`src/rtl/usb_dev_responder.sv`:
```
// usb_dev_responder: device-side USB transaction engine answering OUT/IN tokens
// with handshakes or DATAx packets, buffering one payload per direction.
module usb_dev_responder #(
    parameter logic [6:0] DEV_ADDR = 7'd5,
    parameter logic [3:0] OUT_ENDP = 4'd4,
    parameter logic [3:0] IN_ENDP  = 4'd8,
    parameter int         TIMEOUT  = 255,
    parameter int         TW       = 8
) (
    input  logic        clk,
    input  logic        rst,
    input  logic        rx_pktready,
    input  logic [3:0]  rx_pid,
    input  logic [6:0]  rx_addr,
    input  logic [3:0]  rx_endp,
    input  logic [63:0] rx_data,
    input  logic        rx_error,
    input  logic        tx_down_ready,
    output logic        tx_pktready,
    output logic [3:0]  tx_pid,
    output logic        tx_pkttype,
    output logic [63:0] tx_data,
    output logic        out_valid,
    output logic [63:0] out_data,
    input  logic        out_ack,
    input  logic        in_load,
    input  logic [63:0] in_wdata,
    output logic        in_full
);
    localparam logic [3:0] PID_OUT   = 4'b0001;
    localparam logic [3:0] PID_IN    = 4'b1001;
    localparam logic [3:0] PID_SETUP = 4'b1101;
    localparam logic [3:0] PID_DATA0 = 4'b0011;
    localparam logic [3:0] PID_DATA1 = 4'b1011;
    localparam logic [3:0] PID_ACK   = 4'b0010;
    localparam logic [3:0] PID_NAK   = 4'b1010;
    localparam logic [3:0] PID_STALL = 4'b1110;

    typedef enum logic [1:0] {IDLE, WAIT_DATA, WAIT_ACK, TX_WAIT} state_t;

    state_t        state, state_n, resp, resp_n;
    logic [TW-1:0] timer, timer_n;
    logic          out_tog, out_tog_n, in_tog, in_tog_n;
    logic          out_valid_n, in_full_n, tx_pkttype_n;
    logic [3:0]    tx_pid_n;
    logic [63:0]   out_data_n, in_buf, in_buf_n, tx_data_n;
    logic          is_data, is_token, for_us, timed_out;
    logic [3:0]    out_pid;

    assign is_data   = rx_pid == PID_DATA0 || rx_pid == PID_DATA1;
    assign is_token  = rx_pid == PID_OUT || rx_pid == PID_IN || rx_pid == PID_SETUP;
    assign for_us    = rx_pktready && !rx_error && rx_addr == DEV_ADDR;
    assign timed_out = timer == TW'(TIMEOUT);
    assign out_pid   = out_tog ? PID_DATA1 : PID_DATA0;

    always_comb begin
        state_n      = state;
        resp_n       = resp;
        timer_n      = timer;
        out_tog_n    = out_tog;
        in_tog_n     = in_tog;
        out_valid_n  = out_valid & ~out_ack;
        out_data_n   = out_data;
        in_full_n    = in_full;
        in_buf_n     = in_buf;
        tx_pid_n     = tx_pid;
        tx_pkttype_n = tx_pkttype;
        tx_data_n    = tx_data;
        tx_pktready  = 1'b0;
        // The IN buffer is frozen while a DATAx from it may be in flight.
        if (in_load && !in_full && (state == IDLE || state == WAIT_DATA)) begin
            in_buf_n  = in_wdata;
            in_full_n = 1'b1;
        end
        case (state)
            IDLE: begin
                if (for_us && rx_pid == PID_OUT && rx_endp == OUT_ENDP) begin
                    state_n = WAIT_DATA;
                    timer_n = '0;
                end else if (for_us && rx_pid == PID_IN && rx_endp == IN_ENDP) begin
                    state_n      = TX_WAIT;
                    resp_n       = in_full ? WAIT_ACK : IDLE;
                    tx_pid_n     = in_full ? (in_tog ? PID_DATA1 : PID_DATA0) : PID_NAK;
                    tx_pkttype_n = in_full;
                    tx_data_n    = in_full ? in_buf : '0;
                end else if (for_us && is_token) begin
                    state_n      = TX_WAIT;
                    resp_n       = IDLE;
                    tx_pid_n     = PID_STALL;
                    tx_pkttype_n = 1'b0;
                    tx_data_n    = '0;
                end
            end
            WAIT_DATA: begin
                timer_n = timer + 1'b1;
                if (rx_pktready) begin
                    state_n = IDLE;
                    if (is_data && !rx_error) begin
                        state_n      = TX_WAIT;
                        resp_n       = IDLE;
                        tx_pkttype_n = 1'b0;
                        tx_data_n    = '0;
                        // A toggle mismatch is a retry of data already taken: re-ACK it.
                        if (rx_pid != out_pid) begin
                            tx_pid_n = PID_ACK;
                        end else if (out_valid && !out_ack) begin
                            tx_pid_n = PID_NAK;
                        end else begin
                            tx_pid_n    = PID_ACK;
                            out_data_n  = rx_data;
                            out_valid_n = 1'b1;
                            out_tog_n   = ~out_tog;
                        end
                    end
                end else if (timed_out) begin
                    state_n = IDLE;
                end
            end
            WAIT_ACK: begin
                timer_n = timer + 1'b1;
                if (rx_pktready) begin
                    state_n = IDLE;
                    if (rx_pid == PID_ACK && !rx_error) begin
                        in_full_n = 1'b0;
                        in_tog_n  = ~in_tog;
                    end
                end else if (timed_out) begin
                    state_n = IDLE;
                end
            end
            TX_WAIT: begin
                timer_n = '0;
                if (tx_down_ready) begin
                    tx_pktready = 1'b1;
                    state_n     = resp;
                end
            end
            default: state_n = IDLE;
        endcase
    end

    always_ff @(posedge clk) begin
        if (rst) begin
            state      <= IDLE;
            resp       <= IDLE;
            timer      <= '0;
            out_tog    <= 1'b0;
            in_tog     <= 1'b0;
            out_valid  <= 1'b0;
            out_data   <= '0;
            in_full    <= 1'b0;
            in_buf     <= '0;
            tx_pid     <= '0;
            tx_pkttype <= 1'b0;
            tx_data    <= '0;
        end else begin
            state      <= state_n;
            resp       <= resp_n;
            timer      <= timer_n;
            out_tog    <= out_tog_n;
            in_tog     <= in_tog_n;
            out_valid  <= out_valid_n;
            out_data   <= out_data_n;
            in_full    <= in_full_n;
            in_buf     <= in_buf_n;
            tx_pid     <= tx_pid_n;
            tx_pkttype <= tx_pkttype_n;
            tx_data    <= tx_data_n;
        end
    end
endmodule
```
`config.mk`:
```
export PLATFORM = sky130hd
export DESIGN_NAME = usb_dev_responder
export DESIGN_NICKNAME = d
export VERILOG_FILES = /design/src/rtl/usb_dev_responder.sv
export SDC_FILE = /design/constraint.sdc
export NUM_CORES = 1
export LEC_CHECK = 0
export ABC_AREA = 1
export BUFFER_PORTS_ARGS = -buffer_cell sky130_fd_sc_hd__buf_4
export CORE_ASPECT_RATIO = 0.8
export CORE_MARGIN = 10
export CORE_UTILIZATION = 45
export DETAILED_ROUTE_END_ITERATION = 10
export PLACE_DENSITY = 0.75
export SKIP_LAST_GASP = 1
export SYNTH_ARGS = -nofsm -noshare
export SYNTH_HDL_FRONTEND = slang
export SYNTH_SLANG_ARGS = --single-unit
export TNS_END_PERCENT = 10
```
`constraint.sdc`:
```
create_clock -name clk -period 1.6 [get_ports clk]
set_input_delay 0 -clock clk [delete_from_list [all_inputs] [get_ports clk]]
set_output_delay 0 -clock clk [all_outputs]
set_load 0.02 [all_outputs]
```
==> qor.csv <==
stage,metric,value,unit
floorplan,die_width,173,um
clocking,clockBufferDepth,3,
timing,maxSlewViolCount,0,
floorplan,pin_count,286,
hold_path,holdPathStages,6,
drt,wl_per_cell,17.1,um
floorplan,core_area,0.0183,mm2
placed_design,dpl.hpwl,19800,um
grt,grt_pass1_wl,48900,um
run,max-cap-violations,0,
clocking,cts.clk_slew.worst_paths,60,ps
floorplan,start_util,0.463,
grt,antenna_found_initial,6,
drt,first_pass_iters,5,
drt,postRouteAntennaNets,0,
timing,setup_viol,68,
placed_design,place_area,0.0112,mm2
timing,final-hold-violation-count,0,
outcome,violations,negative setup slack,
power_and_ir_drop,power_density,1700,mW/mm2
synthesis,netlist_area,0.00848,mm2
drt,first_iter_violations,856,
drt,finalWirelength,32500,um
floorplan,num_rows,44,
synthesis,syn_area_per_cell,7.14,um2
synthesis,synth_seq_cells,210,
placed_design,place.gp.congestion,0.853,
placed_design,numPortBuffers,285,
clocking,clock_sinks,210,
clocking,insertion_delay,510,ps
timing,min_period_over_period,1.04,
timing,worst_slack,-56.2,ps
worst_setup_path,path_cells,inv_2 > ha_4 > nand3_4 > buf_6 > o22ai_4 > buf_12 > nand2_8 > buf_12 > nand2_1 > nand2_1 > nor2_1,
outcome,status,"complete, but fails checks",
power_and_ir_drop,ir_drop,1060,uV
clocking,cts_buffers,22,
hold_path,min_from,rx_pid[2],
timing,rsz0062_at_grt,true,
floorplan,dieHeight,143,um
finish,fin_area,0.0138,mm2
timing,fin_skew,14.6,ps
grt,grt_usage,0.237,
clocking,htree_levels,1,
worst_setup_path,startpoint_type,flip-flop,
drt,num_vias,9520,
worst_setup_path,path_class,reg2reg,
drt,route.layer.met1.wl,13600,um
finish,area_delta_synth_final,62.7,%
drt,drc,0,
synthesis,yosys_warnings,0,
finish,drive_gt1_frac,0.273,
grt,grt_pass1_vias,9275,
synthesis,syn_nets,1343,
drt,top_layer,met4,
drt,vias_per_cell,5.02,
drt,wl_met3,2540,um
finish,final_common_cell,nor2_1,
worst_setup_path,crit_path_end_kind,flip-flop,
finish,fillers,1282,
worst_setup_path,r2r_setup_slack,-60,ps
placed_design,place_inst,1697,
timing,relSlewSlack,0.739,
power_and_ir_drop,leakage,0.00658,uW
grt,grt_overflow,0,
drt,wl_met2,15100,um
synthesis,synthCells,1188,
clocking,cts_tree,yes,
clocking,cts_root_buf,clkbuf_16,
worst_setup_path,crit_required,2050,ps
timing,worst_pin_slew,392,ps
worst_setup_path,crit_arrival,2110,ps
hold_path,hp-class,in2reg,
worst_setup_path,reg2reg_from,state[1],
floorplan,die_area,0.0248,mm2
timing,fmax,0.604,GHz
worst_setup_path,cpMaxStageDelayCell,dfxtp_2,
worst_setup_path,worstRegToRegCells,11,
timing,layout_min_cycle_time,1660,ps
finish,final_cell_mix,"nor2_1, buf_4, dfxtp_1, nand2_1, dlygate4sd3_1",
grt,grt_start_max_net_pins,48,
synthesis,synth.distinct_cells,29,
synthesis,seq_area_frac_synth,0.496,
worst_setup_path,crit_fanout,15,
worst_setup_path,critPathLaunch,state[1],
timing,finalSetupTns,-1930,ps
worst_setup_path,max_stage_delay,320,ps
finish,layout.nets,1774,
finish,instances_no_fill,1896,
cell usage after synthesis (all sizes together):
cell	number	share of area
nor2	388	0.17
dfxtp	210	0.50
nand2	167	0.075
o21ai	139	0.082
inv	71	0.031
nand3	54	0.032
a21oi	49	0.037
clkbuf	48	0.021
buf	30	0.022
nand4	15	0.011
ha	5	0.0074
nor3	5	0.0029
a211oi	1	0.00089
clkinv	1	0.00044
nand3b	1	0.00089
o2111ai	1	0.0010
o22ai	1	0.0024
or2	1	0.00074
xor2	1	0.0010
worst max-delay path: cells and delay by family (launching register included):
family,cells,cell delay (ps)
AOI/OAI and AO/OA,1,170
and+or+nand+nor,5,410
buffers and inverters,4,530
adders and majority gates,1,150
DFF,1,320
stage by stage:
step | setup WS [ps] | hold slack [ps] | utilization | power, uW
after floorplan | -10.1 | 130 | - | 12300
after global placement | -48.8 | 220 | 0.609 | 15500
after detailed placement | -104 | 225 | 0.609 | 15700
after CTS | -2.26 | 64.8 | 0.735 | 22000
after global routing | -162 | 122 | 0.752 | 24600
final | -56.2 | 104 | 0.753 | 23400
state kept, by name, summed over array words and instances, names as in the netlist:
signal     cells
in_buf        64
in_full        1
in_tog         1
out_data      64
out_tog        1
out_valid      1
resp           1
state          2
timer          8
tx_data       64
tx_pid         3
area by class of cell:
| cell class | instances | area (um2) | area share |
|---|---|---|---|
| repair buffers | 484 | 4410 | 0.319 |
| flip-flops and latches | 210 | 4210 | 0.305 |
| multi-input cells | 829 | 3790 | 0.275 |
| clock buffers | 31 | 644 | 0.0467 |
| well taps | 253 | 317 | 0.0229 |
| inverters | 72 | 280 | 0.0203 |
| clock inverters | 9 | 135 | 0.00979 |
| diodes | 8 | 20.0 | 0.00145 |
path summary, 6_finish.rpt:
kind | endpoint
worst min-delay path | in_tog
worst min register to register | timer[4]
worst max register to register | tx_data[35]
worst max-delay path | tx_data[35]
cells by family after synthesis:
kind of cell / count (synthesis) / synth area share
and+or+nand+nor: 631 / 0.298
DFF: 210 / 0.496
AOI/OAI and AO/OA: 191 / 0.123
buffers and inverters: 150 / 0.0752
adders and majority gates: 5 / 0.00738
xor gates and xnor gates: 1 / 0.00103
per-layer routing:
metal,track usage,vias to the layer above
li1,-,4619
met1,0.290,4399
met2,0.389,416
met3,0.0614,86
met4,0.0987,0
met5,0,-
timing repair:
item | 4_1_cts | 5_1_grt
endpoints found under the setup margin | 170 | 208
pin swaps | 7 | 9
cloned | 2 | 7
resized for setup | 21 | 25
setup buffers | 3 | 3
endpoints found under the hold margin | 146 | 0
hold buffers | 136 | 0
report_power, final:
group / internal, uW / switching [uW] / total (uW) / leakage [uW]
clock: 3310 / 2190 / 5500 / 0.000387
combinational: 4790 / 5970 / 10800 / 0.00447
sequential: 6440 / 715 / 7150 / 0.00171
total: 14500 / 8870 / 23400 / 0.00658
Power figures use the tool's default switching activity.
